--- src/rtl/quad_pkg.sv ---
// Shared definitions for the quadrature step decoder: state codes,
// direction encoding and the transition classification helpers.
package quad_pkg;

  // Accepted channel state, packed as {A,B}.
  localparam logic [1:0] Q00 = 2'b00;
  localparam logic [1:0] Q01 = 2'b01;
  localparam logic [1:0] Q11 = 2'b11;
  localparam logic [1:0] Q10 = 2'b10;

  // Direction as seen by the downstream up/down counter.
  localparam logic DIR_UP = 1'b0;
  localparam logic DIR_DN = 1'b1;

  // Kind of change between two accepted states.
  typedef enum logic [1:0] {
    TR_NONE,
    TR_FWD,
    TR_REV,
    TR_ILL
  } trans_e;

  // Successor of a state in the forward sequence 00->01->11->10->00.
  function automatic logic [1:0] next_fwd(input logic [1:0] s);
    logic [1:0] n;
    case (s)
      Q00:     n = Q01;
      Q01:     n = Q11;
      Q11:     n = Q10;
      default: n = Q00;
    endcase
    return n;
  endfunction

  // Forward if 'to' follows 'from', reverse if 'from' follows 'to',
  // otherwise both channels moved at once and the step is illegal.
  function automatic trans_e classify(input logic [1:0] from, input logic [1:0] to);
    trans_e t;
    if (from == to)                t = TR_NONE;
    else if (to == next_fwd(from)) t = TR_FWD;
    else if (from == next_fwd(to)) t = TR_REV;
    else                           t = TR_ILL;
    return t;
  endfunction

endpackage

--- src/rtl/quad_input_filter.sv ---
// Two-channel input synchroniser followed by a stability filter. A new
// {A,B} pair is accepted only after FILT_LEN identical synced samples;
// accept_o is high for exactly the cycle in which the change is taken.
module quad_input_filter
  import quad_pkg::*;
#(
  parameter int SYNC_STAGES = 2,
  parameter int FILT_LEN    = 3
) (
  input  logic       clk,
  input  logic       rst,
  input  logic       ena_i,
  input  logic       a_i,
  input  logic       b_i,
  output logic [1:0] state_o,
  output logic [1:0] next_o,
  output logic       accept_o
);

  localparam int              CNT_W   = $clog2(FILT_LEN + 1);
  localparam logic [CNT_W-1:0] CNT_MAX = CNT_W'(FILT_LEN);
  localparam logic [CNT_W-1:0] CNT_ONE = CNT_W'(1);

  logic [SYNC_STAGES-1:0] a_sync_q;
  logic [SYNC_STAGES-1:0] b_sync_q;
  logic [1:0]             synced;
  logic [1:0]             cand_q;
  logic [CNT_W-1:0]       cnt_q;
  logic [1:0]             state_q;

  assign synced = {a_sync_q[SYNC_STAGES-1], b_sync_q[SYNC_STAGES-1]};

  // Synchroniser chains run regardless of enable so data is fresh on re-enable.
  always_ff @(posedge clk or posedge rst) begin
    // NOTE: the synchroniser flops are reset like any other state so the
    // filter never sees X on the first cycles after reset.
    if (rst) begin
      a_sync_q <= '0;
      b_sync_q <= '0;
    end else begin
      // NOTE: non-blocking assignments let each stage take the previous
      // stage's old value, which is what makes this a shift chain.
      a_sync_q <= {a_sync_q[SYNC_STAGES-2:0], a_i};
      b_sync_q <= {b_sync_q[SYNC_STAGES-2:0], b_i};
    end
  end

  // Accept once the candidate differs from the held state and has been stable long enough.
  assign accept_o = ena_i && (cand_q != state_q) && (cnt_q == CNT_MAX);

  // Candidate tracking, stability count and accepted state; frozen while disabled.
  always_ff @(posedge clk or posedge rst) begin
    if (rst) begin
      cand_q  <= Q00;
      cnt_q   <= '0;
      state_q <= Q00;
    end else if (ena_i) begin
      if (synced != cand_q) begin
        cand_q <= synced;
        cnt_q  <= CNT_ONE;
      end else if (cnt_q != CNT_MAX) begin
        cnt_q <= cnt_q + CNT_ONE;
      end
      if (accept_o) begin
        state_q <= cand_q;
      end
    end
  end

  assign state_o = state_q;
  assign next_o  = cand_q;

endmodule

--- src/rtl/quad_step_decoder.sv ---
// Quadrature decoder top: turns filtered A/B changes into step/dir pulses
// for an up/down counter, flags two-bit jumps and counts them.
module quad_step_decoder
  import quad_pkg::*;
#(
  parameter int SYNC_STAGES = 2,
  parameter int FILT_LEN    = 3,
  parameter int ERR_W       = 4
) (
  input  logic             clk,
  input  logic             rst,
  input  logic             ena,
  input  logic             a_in,
  input  logic             b_in,
  input  logic             clr_err,
  output logic             step,
  output logic             dir,
  output logic             err,
  output logic [ERR_W-1:0] err_cnt,
  output logic [1:0]       phase
);

  localparam logic [ERR_W-1:0] ERR_MAX = '1;
  localparam logic [ERR_W-1:0] ERR_ONE = ERR_W'(1);

  logic [1:0]       cur_state;
  logic [1:0]       new_state;
  logic             accept;
  trans_e           trans;

  logic             primed_q, primed_d;
  logic             step_q,   step_d;
  logic             dir_q,    dir_d;
  logic             err_q,    err_d;
  logic [ERR_W-1:0] err_cnt_q, err_cnt_d;

  quad_input_filter #(
    .SYNC_STAGES (SYNC_STAGES),
    .FILT_LEN    (FILT_LEN)
  ) u_filter (
    .clk      (clk),
    .rst      (rst),
    .ena_i    (ena),
    .a_i      (a_in),
    .b_i      (b_in),
    .state_o  (cur_state),
    .next_o   (new_state),
    .accept_o (accept)
  );

  // Decode the accepted transition into next-cycle step/dir/err and counter values.
  always_comb begin
    // NOTE: every output of this block gets a default first, so no path
    // leaves a variable unassigned and no latch is inferred.
    trans     = classify(cur_state, new_state);
    step_d    = 1'b0;
    err_d     = 1'b0;
    dir_d     = dir_q;
    primed_d  = ena ? (primed_q | accept) : 1'b0;
    err_cnt_d = err_cnt_q;

    // The first accepted state after reset or re-enable only primes the decoder.
    if (accept && primed_q) begin
      if (trans == TR_FWD || trans == TR_REV) begin
        step_d = 1'b1;
        dir_d  = (trans == TR_REV) ? DIR_DN : DIR_UP;
      end else if (trans == TR_ILL) begin
        err_d = 1'b1;
      end
    end

    // A clear coinciding with an error pulse keeps that pulse counted.
    if (clr_err) begin
      err_cnt_d = err_q ? ERR_ONE : '0;
    end else if (err_q && err_cnt_q != ERR_MAX) begin
      err_cnt_d = err_cnt_q + ERR_ONE;
    end
  end

  // Registered outputs and priming flag.
  always_ff @(posedge clk or posedge rst) begin
    if (rst) begin
      primed_q  <= 1'b0;
      step_q    <= 1'b0;
      dir_q     <= DIR_UP;
      err_q     <= 1'b0;
      err_cnt_q <= '0;
    end else begin
      primed_q  <= primed_d;
      step_q    <= step_d;
      dir_q     <= dir_d;
      err_q     <= err_d;
      err_cnt_q <= err_cnt_d;
    end
  end

  assign step    = step_q;
  assign dir     = dir_q;
  assign err     = err_q;
  assign err_cnt = err_cnt_q;
  assign phase   = cur_state;

endmodule
--- config.mk ---
export PLATFORM = sky130hd
export DESIGN_NAME = quad_step_decoder
export DESIGN_NICKNAME = d
export VERILOG_FILES = /design/src/rtl/quad_pkg.sv /design/src/rtl/quad_input_filter.sv /design/src/rtl/quad_step_decoder.sv
export SDC_FILE = /design/constraint.sdc
export NUM_CORES = 1
export LEC_CHECK = 0
export CAP_MARGIN = 20
export CORE_MARGIN = 5
export CORE_UTILIZATION = 45
export DETAILED_ROUTE_END_ITERATION = 12
export PLACE_DENSITY = 0.81
export SYNTH_ARGS = -nofsm -noshare
export SYNTH_HDL_FRONTEND = slang
export SYNTH_SLANG_ARGS = --single-unit
--- constraint.sdc ---
create_clock -name clk -period 1.76 [get_ports clk]
set_clock_uncertainty 0.05 [all_clocks]
set_input_delay 0.528 -clock clk [delete_from_list [all_inputs] [get_ports clk]]
set_output_delay 0.528 -clock clk [all_outputs]
set_load 0.005 [all_outputs]
==> qor.yml, run 1 <==
outcome:
  status: "complete, but fails checks"
  violations: "setup timing"
cells_and_area:
  nets: 121
  diodes: 0
  area_delta_synth_final_pct: 45.30
  layout-drive-gt1-share_pct: 33.64
  multi_input_area_um2: 419.2
  fillers: 131
  fin_cells: 135
  register_area_um2: 451.7
critical_path:
  cp_num_buf_inv: 1
  cp_slowest_stage_delay_ns: 0.43
  crit_path_max_fanout: 3
  required_ns: 1.90
  critPathArrivalTime_ns: 2.03
  crit_slowest_cell: "dfrtp_1"
  crit_family: "flip-flops"
  start_kind: "flop"
  cp_cell_sequence: "buf_6, nor2b_4, o21ai_2, o31ai_2, ha_1, nand4_1, a21oi_2, mux2_4"
  crit_path_end_kind: "flop"
  crit_type: "flop to flop"
floorplanning:
  die-area_um2: 2898
  die_x_um: 53.83
  ios: 15
  initial_core_util_pct: 48.49
  die_h_um: 53.83
  rows: 15
  core-area_um2: 1783
power_and_ir_drop:
  total_power_uw: 1345
  p_leak_uw: 0.0006785
  power.density_nw_per_um2: 1070
  vdd_ir_drop_max_v: 0.001008
hold_path:
  hp-class: "flop to flop"
sta:
  slew_violations: 0
  setup_ws_ns: -0.1372
  fmax_ghz: 0.5271
  final_hold_viol_count: 0
  rsz0062_at_grt: "yes"
  holdWs_ns: 0.3084
  period_share_pct: 107.8
  slew_headroom_pct: 80.36
  fin_setup_tns_ns: -0.1372
  layout_min_cycle_time_ns: 1.897
  finalSetupViolCount: 1
  tightest_slew_ns: 0.2910
synthesis:
  synth_xor_area_share_pct: 4.052
  synth_largest_area_cell: "dfrtp_1"
  synth_nets: 85
  async_flop_share_pct: 100.0
  synthAdderAreaFrac_pct: 5.789
  syn_inst: 75
  yosys.cell_count.top_type: "dfrtp_1"
  synth_top_family_by_area: "simple AND/OR/NAND/NOR gates"
  ys_top_cells_by_count: "dfrtp_1, ha_1, mux2_2, o21ai_0"
  synth_edf_count: 0
  synth_compound_area_share_pct: 12.30
  synth_area_um2: 864.6
  synth_cell_types: 30
  syn-mean-instance-area_um2: 11.53
  netlist_top_cells_area: "dfrtp_1, ha_1, mux2_2"
  yosys.area_share.simple_pct: 14.62
  ys_seq_area_share_pct: 52.10
  netlist.area_leader.share_pct: 52.10
  muxShareOfSynthArea_pct: 8.104
  yosys_register_bits: 18
  yosysWarnings: 0
  ys.flop_type: "dfrtp_1"
clocking:
  clock_latency_ns: 0.29
  clkTransAtPathRegs_ns: 0.10
  tritoncts: "done"
  cts_made_buffers: 3
  h-tree-depth: 1
  root_buffer: "clkbuf_4"
  cts.path.max_buffers: 2
  cts.sinks: 18
route:
  vias_per_cell: 5.348
  dr.first_iter.drc_count: 9
  wirelength_um: 1901
  vias: 722
  drt_first_pass_iters: 4
  antenna_left: 0
  drcViolationCount: 0
  wl_per_cell_um: 14.08
placement:
  gp_congestion: 0.7648
  dp.cells: 118
  port_buffers: 14
  place_hpwl_um: 1217
global_route:
  grt_pass1_wl_um: 3132
  grt_pass1_vias: 735
  grt-ovfl-total: 0
  antenna_found_initial: 0
  grt_max_degree: 19
  track_usage_pct: 15.32
job:
  max_cap_violations: 0
## path summary, 6_finish.rpt
check                                     start                   end  slack, ns  cells after the start
max                         u_filter.state_o[1]                   dir      -0.14                      8
min                        u_filter.b_sync_q[0]  u_filter.b_sync_q[1]       0.31                      0
max reg2reg                 u_filter.state_o[1]                   dir      -0.14                      8
min reg2reg                u_filter.b_sync_q[0]  u_filter.b_sync_q[1]       0.31                      0
max in group asynchronous                   rst   u_filter.state_o[0]       0.97                      3
min in group asynchronous                   rst   u_filter.state_o[0]       0.49                      3
## cells in the final DEF, fill, tap and decap left out, drive strengths merged, types with 3 or more instances in the layout
cell type and n:
dlymetal6s2s 5, buf 20, clkbuf 4, dlygate4sd2 3, o21ai 4, dfrtp 18, nand3 3, clkdlybuf4s50 6
inv 3, ha 4, nor2b 3, mux2 5, a21oi 4, nand2 3
## state kept, by name, indices dropped and copies added (netlist names)
name / cells
primed_q: 1
err_cnt: 4
u_filter.cnt_q: 2
u_filter.a_sync_q: 2
dir: 1
err: 1
u_filter.b_sync_q: 2
u_filter.state_o: 2
u_filter.next_o: 2
step: 1
## per-stage QoR
step	instance area (µm²)	setup WS, ns	utilization (%)
4_1_cts	1177	-0.1558	66.04
3_5_place_dp	1074	-0.06753	60.21
5_1_grt	1256	-0.2164	70.46
3_3_place_gp	1074	-0.008458	60.21
2_1_floorplan	870.8	-0.04199	-
6_report	1256	-0.1372	70.46
## where the power goes
group	switching, µW	total (µW)	leakage, µW	internal [µW]
clock	124	250	0.0000210	126
sequential	58.6	528	0.000228	469
combinational	235	567	0.000430	332
total	418	1340	0.000679	927
## logic make-up after synthesis
| kind of cell | Yosys count |
|---|---|
| and+or+nand+nor | 21 |
| xor gates and xnor gates | 4 |
| AOI/OAI and AO/OA | 16 |
| adders and majority gates | 4 |
| buffers and inverters | 6 |
| muxes | 6 |
| DFF | 18 |
## repair_timing
action	4_1_cts	5_1_grt
endpoints found under the hold margin	0	0
setup endpoints to repair	8	6
gates resized for setup	5	15
buffers inserted	9	4
pin swaps	0	2
hold buffers	0	0
## layer usage
metal / share of wire, % / global-route usage [%]
met1: 40 / 17.37
met5: 0 / 0
met4: 1.2 / 5.106
met2: 55 / 27.22
met3: 4.4 / 4.432
## area by class of cell
cell class | count | share of cell area (%)
sequential | 18 | 35.96
multi-input combinational | 51 | 33.37
timing repair buffer | 34 | 24.40
clock buffer | 4 | 2.888
tap | 25 | 2.490
inverter | 3 | 0.8964
Note: power is estimated with default switching activity, not from simulation.
==> run 2: changes to the inputs <==
--- a/config.mk
+++ b/config.mk
@@ -6,7 +6,7 @@
 export NUM_CORES = 1
 export LEC_CHECK = 0
 export CAP_MARGIN = 20
-export CORE_MARGIN = 5
+export CORE_MARGIN = 2
 export CORE_UTILIZATION = 45
 export DETAILED_ROUTE_END_ITERATION = 12
 export PLACE_DENSITY = 0.81
==> run 2 against run 1 <==
Compared with the run above: the flow still finishes with violations (setup timing); sequential power up 4.2%; via count down 2.4%; count of clock-buffer cells in the layout is the same; critical path type unchanged; highest routed layer unchanged.
==> qor.yml, run 2 (synthesized netlist as in run 1, its figures left out) <==
sta:
  layout_min_cycle_time_ns: 1.916
  slew_headroom_pct: 79.14
  final_hold_viol_count: 0
  setup_ws_ns: -0.1557
  fin_setup_tns_ns: -0.2724
  fmax_ghz: 0.5220
  rsz0062_at_grt: "yes"
  tightest_slew_ns: 0.3090
  slew_violations: 0
  period_share_pct: 108.8
  finalSetupViolCount: 2
power_and_ir_drop:
  swShare_pct: 31.85
  p_leak_uw: 0.0006778
  p_comb_share_pct: 38.4
  p_int_uw: 891.6
  p_clk_share_pct: 19.5
  p_sw_uw: 416.7
  vdd_ir_drop_max_v: 0.001143
  power.density_nw_per_um2: 1064
  p_seq_share_pct: 42.1
cells_and_area:
  nets: 118
  diodes: 0
  multi_input_area_um2: 414.1
  mostFrequentLayoutCell: "buf_4"
  fillers: 147
  largest_register_ffs: 4
  layout_common_cells: "buf_4, dfrtp_1, dlymetal6s2s_1"
  fin_cells: 132
  layout-drive-gt1-share_pct: 33.64
  area_delta_synth_final_pct: 42.26
  register_area_um2: 454.2
global_route:
  track_usage_pct: 18.42
  grt_max_degree: 19
  grt_pass1_vias: 629
  grt_pass1_wl_um: 2787
  grt-ovfl-total: 0
  antenna_found_initial: 0
floorplanning:
  die-area_um2: 2288
  core-area_um2: 1764
  initial_core_util_pct: 49.01
  die_h_um: 47.83
  die_x_um: 47.83
  rows: 15
  ios: 15
route:
  vias_per_cell: 5.341
  wirelength_um: 1825
  dr.first_iter.drc_count: 8
  drcViolationCount: 0
  vias: 705
  antenna_left: 0
  drt_first_pass_iters: 4
  wl_per_cell_um: 13.83
placement:
  place_hpwl_um: 1146
  dp.cells: 118
  gp_congestion: 0.7754
  port_buffers: 14
outcome:
  status: "complete, but fails checks"
  violations: "setup timing"
clocking:
  clock_latency_ns: 0.30
  h-tree-depth: 1
  cts.path.max_buffers: 2
  root_buffer: "clkbuf_4"
  tritoncts: "done"
  postCtsHoldBufs: 0
  clkTransAtPathRegs_ns: 0.10
  cts.sinks: 18
  cts_made_buffers: 3
critical_path:
  crit_path_end_kind: "flop"
  critPathArrivalTime_ns: 2.06
  crit_type: "flop to flop"
  start_kind: "flop"
  required_ns: 1.90
  crit_path_max_fanout: 4
job:
  max_cap_violations: 0
hold_path:
  hp-class: "flop to flop"
-- run 2: cell type report --
cell class / instances / share of cell area [%]
clock buffers: 4 / 2.950
multi-input cells: 51 / 33.67
inverters: 3 / 0.9156
flip-flops and latches: 18 / 36.93
well taps: 25 / 2.543
repair buffers: 31 / 22.99
-- run 2: final timing paths --
kind	start	to	slack, ns	cells after the start
max	u_filter.next_o[1]	dir	-0.16	7
max reg2reg	u_filter.next_o[1]	dir	-0.16	7
min in group asynchronous	rst	primed_q	0.48	3
min	u_filter.b_sync_q[0]	u_filter.b_sync_q[1]	0.31	0
max in group asynchronous	rst	u_filter.state_o[1]	0.98	3
min reg2reg	u_filter.b_sync_q[0]	u_filter.b_sync_q[1]	0.31	0
-- run 2: what timing repair did --
item,4_1_cts,5_1_grt
setup buffers,8,2
endpoints found under the setup margin,8,9
pin swaps,0,2
resized for setup,7,14
hold endpoints to repair,0,0
-- run 2: through the flow --
| stage | area, µm² | utilization [%] | setup slack (ns) | power, µW | hold slack, ns |
|---|---|---|---|---|---|
| after floorplan | 870.8 | - | -0.04199 | 790.4 | 0.2812 |
| after global placement | 1074 | 60.85 | -0.007839 | 933.8 | 0.2847 |
| after detailed placement | 1074 | 60.85 | -0.1114 | 951.8 | 0.2887 |
| after CTS | 1175 | 66.60 | -0.1097 | 1249 | 0.3117 |
| after global routing | 1230 | 69.72 | -0.2651 | 1382 | 0.3158 |
| final | 1230 | 69.72 | -0.1557 | 1308 | 0.3085 |
-- run 2: worst max-delay path: stages (launching register included) --
cell and delay (ns):
dfrtp_2 0.48, nor2_4 0.16, nand3b_1 0.16, o21ai_1 0.10, ha_1 0.28, nand4_1 0.09
a21oi_2 0.18, mux2_4 0.31
-- run 2: routing by layer --
| layer | global-route usage [%] | up-vias | part of all wire [%] |
|---|---|---|---|
| li1 | - | 333 | - |
| met1 | 20.92 | 352 | 40 |
| met2 | 33.33 | 16 | 53 |
| met3 | 3.396 | 4 | 4.3 |
| met4 | 8.108 | 0 | 3.5 |
| met5 | 0 | - | 0 |
-- run 2: power groups by stage --
stage               logic, µW  clock network (µW)  registers, µW
floorplan                 272                   0            518
CTS                       457                 263            528
global placement          400                   0            534
finish                    502                 256            550
global route              543                 281            559
detailed placement        413                   0            538
